==> src/rtl/sw_pkt_rr_arbiter_pkg.sv <==
// Shared types and helpers for the packet round-robin arbiter slice.
package sw_arb_pkg;

  typedef enum logic [1:0] {
    ST_IDLE    = 2'd0,
    ST_HEADER  = 2'd1,
    ST_PAYLOAD = 2'd2
  } arb_state_e;

  localparam int LEN_LSB_DEF = 0;
  localparam int LEN_W_DEF   = 4;

  function automatic int idx_w(input int n);
    return (n <= 2) ? 1 : $clog2(n);
  endfunction

endpackage

==> src/rtl/sw_pkt_rr_arbiter_if.sv <==
// Registered downstream word stream with valid/ready handshake and packet delimiters.
interface sw_pkt_rr_arbiter_if #(
  parameter int W_WIDTH = 8
);
  logic [W_WIDTH-1:0] out_data;
  logic               out_valid;
  logic               out_sop;
  logic               out_eop;
  logic               out_ready;

  modport master (output out_data, out_valid, out_sop, out_eop, input out_ready);
  modport slave  (input out_data, out_valid, out_sop, out_eop, output out_ready);
endinterface

==> src/rtl/sw_pkt_rr_arbiter_rr_prio_select.sv <==
// Rotating-priority find-first: first set request at or above ptr_i, wrapping modulo N.
module rr_prio_select
  import sw_arb_pkg::*;
#(
  parameter int N     = 5,
  parameter int IDX_W = idx_w(N)
) (
  input  logic [N-1:0]     req_i,
  input  logic [IDX_W-1:0] ptr_i,
  output logic [IDX_W-1:0] idx_o,
  output logic             any_o
);

  localparam logic [IDX_W:0] N_L = (IDX_W+1)'(N);

  logic [IDX_W:0] cand;

  // Walk from the farthest candidate back to ptr_i so the nearest hit wins.
  always_comb begin
    idx_o = '0;
    any_o = 1'b0;
    cand  = '0;
    for (int k = N - 1; k >= 0; k--) begin
      cand = {1'b0, ptr_i} + (IDX_W+1)'(k);
      if (cand >= N_L) cand = cand - N_L;
      if (req_i[cand[IDX_W-1:0]]) begin
        idx_o = cand[IDX_W-1:0];
        any_o = 1'b1;
      end
    end
  end

endmodule

==> src/rtl/sw_pkt_rr_arbiter.sv <==
// Packet-level round-robin arbiter: one FIFO owns the output for a whole
// length-prefixed packet; a FIFO that stays empty mid-packet is aborted.
module sw_pkt_rr_arbiter
  import sw_arb_pkg::*;
#(
  parameter  int NUM_SW_INST   = 5,
  parameter  int W_WIDTH       = 8,
  parameter  int LEN_LSB       = LEN_LSB_DEF,
  parameter  int LEN_W         = LEN_W_DEF,
  parameter  int STALL_TIMEOUT = 16,
  localparam int IDX_W         = idx_w(NUM_SW_INST)
) (
  input  logic                           clk,
  input  logic                           rst_n,
  input  logic [NUM_SW_INST-1:0]         empty,
  input  logic [NUM_SW_INST*W_WIDTH-1:0] rd_data,
  output logic [NUM_SW_INST-1:0]         rd_en,
  sw_pkt_rr_arbiter_if.master            out_if,
  output logic [IDX_W-1:0]               grant_idx,
  output logic                           grant_vld,
  output logic                           abort_pulse
);

  localparam int              CNT_W     = $clog2(STALL_TIMEOUT + 1);
  localparam logic [CNT_W-1:0] STALL_LST = CNT_W'(STALL_TIMEOUT - 1);
  localparam logic [IDX_W-1:0] IDX_LAST  = IDX_W'(NUM_SW_INST - 1);

  logic [W_WIDTH-1:0] words [NUM_SW_INST];

  arb_state_e         state_q, state_d;
  logic [IDX_W-1:0]   grant_q, rr_ptr_q, ptr_after, sel_idx;
  logic               grant_vld_q, sel_any;
  logic [LEN_W-1:0]   words_left_q, hdr_len;
  logic [CNT_W-1:0]   stall_cnt_q;
  logic [W_WIDTH-1:0] out_data_q, head_word;
  logic               out_valid_q, out_sop_q, out_eop_q, abort_q;
  logic               busy, head_empty, can_load, pop, last_word, stall_hit;

  for (genvar i = 0; i < NUM_SW_INST; i++) begin : g_unpack
    assign words[i] = rd_data[i*W_WIDTH +: W_WIDTH];
  end

  rr_prio_select #(.N(NUM_SW_INST), .IDX_W(IDX_W)) u_sel (
    .req_i (~empty),
    .ptr_i (rr_ptr_q),
    .idx_o (sel_idx),
    .any_o (sel_any)
  );

  always_comb begin
    head_word  = words[grant_q];
    head_empty = empty[grant_q];
    hdr_len    = head_word[LEN_LSB +: LEN_W];
    busy       = (state_q != ST_IDLE);
    can_load   = !out_valid_q || out_if.out_ready;
    pop        = busy && !head_empty && can_load;
    last_word  = (state_q == ST_HEADER) ? (hdr_len == '0) : (words_left_q == LEN_W'(1));
    // Backpressured cycles neither count toward nor clear the stall timer.
    stall_hit  = busy && head_empty && can_load && (stall_cnt_q == STALL_LST);
    ptr_after  = (grant_q == IDX_LAST) ? '0 : grant_q + IDX_W'(1);
  end

  always_ff @(posedge clk or negedge rst_n) begin
    if (!rst_n) state_q <= ST_IDLE;
    else        state_q <= state_d;
  end

  always_comb begin
    state_d = state_q;
    unique case (state_q)
      ST_IDLE:    if (sel_any) state_d = ST_HEADER;
      ST_HEADER:  if (pop) state_d = last_word ? ST_IDLE : ST_PAYLOAD;
                  else if (stall_hit) state_d = ST_IDLE;
      ST_PAYLOAD: if ((pop && last_word) || stall_hit) state_d = ST_IDLE;
      default:    state_d = ST_IDLE;
    endcase
  end

  always_comb begin
    rd_en = '0;
    if (pop) rd_en[grant_q] = 1'b1;
  end

  always_ff @(posedge clk or negedge rst_n) begin
    if (!rst_n) begin
      grant_q      <= '0;
      grant_vld_q  <= 1'b0;
      rr_ptr_q     <= '0;
      words_left_q <= '0;
      stall_cnt_q  <= '0;
      abort_q      <= 1'b0;
    end else begin
      abort_q <= stall_hit;
      if (state_q == ST_IDLE) begin
        stall_cnt_q <= '0;
        if (sel_any) begin
          grant_q     <= sel_idx;
          grant_vld_q <= 1'b1;
        end
      end else if (pop) begin
        stall_cnt_q  <= '0;
        words_left_q <= (state_q == ST_HEADER) ? hdr_len : words_left_q - LEN_W'(1);
        if (last_word) begin
          grant_vld_q <= 1'b0;
          rr_ptr_q    <= ptr_after;
        end
      end else if (stall_hit) begin
        stall_cnt_q <= '0;
        grant_vld_q <= 1'b0;
        rr_ptr_q    <= ptr_after;
      end else if (head_empty && can_load) begin
        stall_cnt_q <= stall_cnt_q + CNT_W'(1);
      end
    end
  end

  // Output stage: reload on pop, otherwise drain when the consumer takes the word.
  always_ff @(posedge clk or negedge rst_n) begin
    if (!rst_n) begin
      out_data_q  <= '0;
      out_valid_q <= 1'b0;
      out_sop_q   <= 1'b0;
      out_eop_q   <= 1'b0;
    end else if (pop) begin
      out_data_q  <= head_word;
      out_valid_q <= 1'b1;
      out_sop_q   <= (state_q == ST_HEADER);
      out_eop_q   <= last_word;
    end else if (out_if.out_ready) begin
      out_valid_q <= 1'b0;
    end
  end

  assign out_if.out_data  = out_data_q;
  assign out_if.out_valid = out_valid_q;
  assign out_if.out_sop   = out_sop_q;
  assign out_if.out_eop   = out_eop_q;
  assign grant_idx        = grant_q;
  assign grant_vld        = grant_vld_q;
  assign abort_pulse      = abort_q;

endmodule

==> src/flat_wrapper.sv <==
// flat-port wrapper written by rule: the top's interface ports become plain ports
module sw_pkt_rr_arbiter_flat import sw_arb_pkg::*;
#(
  parameter  int NUM_SW_INST   = 5,
  parameter  int W_WIDTH       = 8,
  parameter  int LEN_LSB       = LEN_LSB_DEF,
  parameter  int LEN_W         = LEN_W_DEF,
  parameter  int STALL_TIMEOUT = 16,
  localparam int IDX_W         = idx_w(NUM_SW_INST)
)
  (clk, rst_n, empty, rd_data, rd_en, grant_idx, grant_vld, abort_pulse, out_if_out_data, out_if_out_valid, out_if_out_sop, out_if_out_eop, out_if_out_ready);
  sw_pkt_rr_arbiter_if #(.W_WIDTH(W_WIDTH)) out_if_i ();
  input  logic clk;
  input  logic rst_n;
  input  logic [NUM_SW_INST-1:0] empty;
  input  logic [NUM_SW_INST*W_WIDTH-1:0] rd_data;
  output logic [NUM_SW_INST-1:0] rd_en;
  output logic [IDX_W-1:0] grant_idx;
  output logic grant_vld;
  output logic abort_pulse;
  output wire logic [$bits(out_if_i.out_data)-1:0] out_if_out_data;
  output wire logic [$bits(out_if_i.out_valid)-1:0] out_if_out_valid;
  output wire logic [$bits(out_if_i.out_sop)-1:0] out_if_out_sop;
  output wire logic [$bits(out_if_i.out_eop)-1:0] out_if_out_eop;
  input wire logic [$bits(out_if_i.out_ready)-1:0] out_if_out_ready;
  assign out_if_out_data = out_if_i.out_data;
  assign out_if_out_valid = out_if_i.out_valid;
  assign out_if_out_sop = out_if_i.out_sop;
  assign out_if_out_eop = out_if_i.out_eop;
  assign out_if_i.out_ready = out_if_out_ready;
  sw_pkt_rr_arbiter #(.NUM_SW_INST(NUM_SW_INST), .W_WIDTH(W_WIDTH), .LEN_LSB(LEN_LSB), .LEN_W(LEN_W), .STALL_TIMEOUT(STALL_TIMEOUT)) u_core (.clk(clk), .rst_n(rst_n), .empty(empty), .rd_data(rd_data), .rd_en(rd_en), .out_if(out_if_i), .grant_idx(grant_idx), .grant_vld(grant_vld), .abort_pulse(abort_pulse));
endmodule
==> config.mk <==
export PLATFORM = sky130hd
export DESIGN_NAME = sw_pkt_rr_arbiter_flat
export DESIGN_NICKNAME = d
export VERILOG_FILES = /design/src/rtl/sw_pkt_rr_arbiter_pkg.sv /design/src/rtl/sw_pkt_rr_arbiter_if.sv /design/src/rtl/sw_pkt_rr_arbiter_rr_prio_select.sv /design/src/rtl/sw_pkt_rr_arbiter.sv /design/src/flat_wrapper.sv
export SDC_FILE = /design/constraint.sdc
export NUM_CORES = 1
export LEC_CHECK = 0
export ABC_AREA = 1
export CORE_UTILIZATION = 46
export CTS_BUF_LIST = sky130_fd_sc_hd__clkbuf_8
export DETAILED_ROUTE_END_ITERATION = 16
export PLACE_DENSITY = 0.78
export SLEW_MARGIN = 15
export SYNTH_ARGS = -nofsm -noshare
export SYNTH_HDL_FRONTEND = slang
export SYNTH_SLANG_ARGS = --single-unit
==> constraint.sdc <==
create_clock -name clk -period 2.6 [get_ports clk]
set_input_delay 0.39 -clock clk [delete_from_list [all_inputs] [get_ports clk]]
set_output_delay 0.39 -clock clk [all_outputs]
set_load 0.005 [all_outputs]
==> qor.txt <==
Global-route wire length before repair - 13130 um
WL per Instance - 14.47 um
Initial DRT Pass Iterations - 5
Synth cell types - 48
Crit path time final - 2.469 ns
Fmax - 0.4050 GHz
Area leader, netlist - dfrtp_1
Clock latency on the worst-skew pair - 0.28 ns
Hold_sp - u_core.out_if.out_eop
FF+latch area - 757.0 um^2
Slew HR - 0.6421
Commonest non-fill, non-tap cell in the layout - nand2_1
Initial antenna violation count - 0
Starting Density - 0.4895
Primary FF master, synth - dfrtp_1
Gr usage total - 0.2661
Fin area - 3862 um^2
Die area - 6317 um^2
Peak VDD IR - 0.0008711 V
Die Wd - 79.48 um
Gpl congestion - 0.9342
Unrepaired setup endpoints after global routing - true
Post-route setup slack - 0.1306 ns
Drt via density - 5.408
Largest net degree at the start of global routing - 31
Crit-path most repeated cell - nand2_2
N_diodes - 0
Worst-path clk slew - 0.07 ns
Synthesized area - 2761 um^2
FFs w/ async S/R, synth - 1.000
Worst Path Required - 2.77 ns
Layout overhead on the synthesized area - 39.87%
Max_cap viols - 0
Net count after synthesis - 461
GR Overflow Total - 0
P_leak - 0.001947 uW
Fill cells - 476
Final setup violation count - 0
Levels on crit path - 17
Final hold vios - 0
Rows - 27
Post-Synthesis Cells - 398
Worst hold stages - 2
Inst Count DP - 550
Share of post-route cells with drive strength above 1 - 0.2134
Clk root buf - clkbuf_8
Die height - 79.48 um
Number of global-route vias before repair - 2834
Number of synthesized flops with an enable pin - 0
Hold WC Path Type - reg -> reg
Synth area leaders - dfrtp_1, nand2_1, nand3_1, ha_1, inv_1
Worst-Margin Slew - 0.5349 ns
Nets@finish - 554
CP max FO - 6
Reg2Reg Depth - 17
DR DRC count - 0
Worst Clk Skew - 0.005352 ns
Cell family with most CP delay - simple AND/OR/NAND/NOR gates
Buffers and inverters on the worst path - 2
Critical path type - reg -> reg
Wirelength, routed - 8159 um
Yosys reg bits - 30
Crit share post-route - 0.9498
Post-DP HPWL - 6255 um
TritonCTS clock tree - yes
Area after DPL - 3626 um^2
Syn_area_per_cell - 6.938 um^2
Sequential fraction of the synthesis area - 0.2719
Nature of the critical path endpoint - flop
Area of the multi-input gates - 1823 um^2
I/O Buffers - 68
Commonest cells after routing, fill and taps aside - nand2_1, clkdlybuf4s50_1, nand3_1
Vias - 3050
CTS Hold Bufs - 0
Yosys top cell area share - 0.2719
Final ANT Viol Nets - 0
Critical-path cell list - inv_4 > ha_1 > inv_1 > fa_2 > a21oi_4 > nand2_2 > nand2_2 > nand2_1 > nand3_2 > nand2_2 > a21boi_4 > nand2_2 > nor2_4 > nand2_4 > nand2_4 > nand3b_1 > nand2_1
Setup_tns - 0 ns
DP Worst Slack - 0.07574 ns
Non-Filler Instances - 564
Crit path launch - u_core.rr_ptr_q[0]
Core area - 5642 um^2
Final hold slack - 0.4818 ns
Clk buf depth - 2
Worst setup SP type - flop
H-tree Lvls - 2
Crit path DAT - 2.64 ns
CP max stage cell - dfrtp_1
Power Dens Cells - 1553 nW/um^2
I/O Pins - 69
R2r startpoint - u_core.rr_ptr_q[0]
Status - complete, no violations
CTS Sinks - 30
TritonCTS Buffers - 5
Initial DRC count - 136
Synth warnings - 0
CP peak stage delay - 0.41 ns
Max-slew violations - 0
cell type report:
cell class,instances,area share
Clock buffer,6,0.02138
Clock inverter,2,0.003239
Inverter,56,0.05701
Multi-Input combinational cell,306,0.4720
Sequential cell,30,0.1960
Tap cell,72,0.02332
Timing Repair Buffer,92,0.2271
Yosys cell counts, types with 2 or more instances:
cell / instances
buf_2: 3
nor2_2: 3
a21oi_1: 9
o21ai_0: 18
nor2_1: 26
ha_1: 14
nand3_2: 5
nand4_1: 8
nand2_4: 5
buf_4: 2
xor2_1: 4
nand2_2: 14
nand3b_1: 3
o21ai_2: 2
o22ai_1: 4
nand2_1: 105
inv_2: 15
a22oi_1: 4
a221oi_1: 2
nor2_4: 2
dfrtp_1: 30
inv_1: 40
a21oi_2: 2
nand3_1: 44
o221ai_1: 2
o21ai_1: 10
registers in the layout (all words and copies together), names as in the netlist:
signal and cells:
u_core.stall_cnt_q 5, u_core.rr_ptr_q 3, u_core.grant_vld 1, u_core.out_if.out_sop 1, u_core.words_left_q 4, u_core.out_if.out_data 8
u_core.out_if.out_valid 1, u_core.grant_idx 3, u_core.out_if.out_eop 1, u_core.abort_pulse 1, u_core.state_q 2
metrics by stage:
| step | total power [uW] | utilization |
|---|---|---|
| 4_1_cts | 5726 | 0.6662 |
| 3_5_place_dp | 5231 | 0.6427 |
| 6_report | 5999 | 0.6846 |
| 2_1_floorplan | 4044 | - |
| 5_1_grt | 6611 | 0.6846 |
| 3_3_place_gp | 5122 | 0.6427 |
worst register-to-register path: stages (launching register included):
cell and delay (ns):
dfrtp_1 0.41, inv_4 0.07, ha_1 0.13, inv_1 0.06, fa_2 0.38, a21oi_4 0.21, nand2_2 0.12, nand2_2 0.10
nand2_1 0.07, nand3_2 0.07, nand2_2 0.08, a21boi_4 0.17, nand2_2 0.08, nor2_4 0.10, nand2_4 0.07, nand2_4 0.08
nand3b_1 0.11, nand2_1 0.05
cell families after synthesis:
family	share of synthesized area
flops	0.2719
simple gates	0.3910
buf+inv	0.09198
fa+ha+maj	0.07069
xor+xnor	0.01586
compound gates	0.1586
final timing paths:
check | endpoint | slack (ns)
worst max-delay path | u_core.grant_idx[1] | 0.13
worst min-delay path | u_core.out_if.out_eop | 0.48
worst max register to register | u_core.grant_idx[1] | 0.13
worst min register to register | u_core.out_if.out_eop | 0.48
max in group asynchronous | u_core.rr_ptr_q[1] | 1.80
min in group asynchronous | u_core.grant_vld | 0.50
where the power goes:
group / internal [uW] / total, uW / switching [uW]
sequential: 675 / 856 / 181
clock: 213 / 406 / 194
combinational: 1850 / 4740 / 2890
timing repair:
action | in CTS | in global routing
endpoints found under the setup margin | 5 | 10
pin swaps | 1 | 5
resized for setup | 5 | 26
buffers inserted | 3 | 3
per-layer routing:
metal / GRT usage / up-vias / share of wire
li1: - / 1502 / -
met4: 0.06364 / 0 / 0.028
met1: 0.3406 / 1416 / 0.44
met5: 0 / - / 0
met3: 0.04114 / 22 / 0.050
met2: 0.4641 / 110 / 0.48
Power figures use the tool's default switching activity.
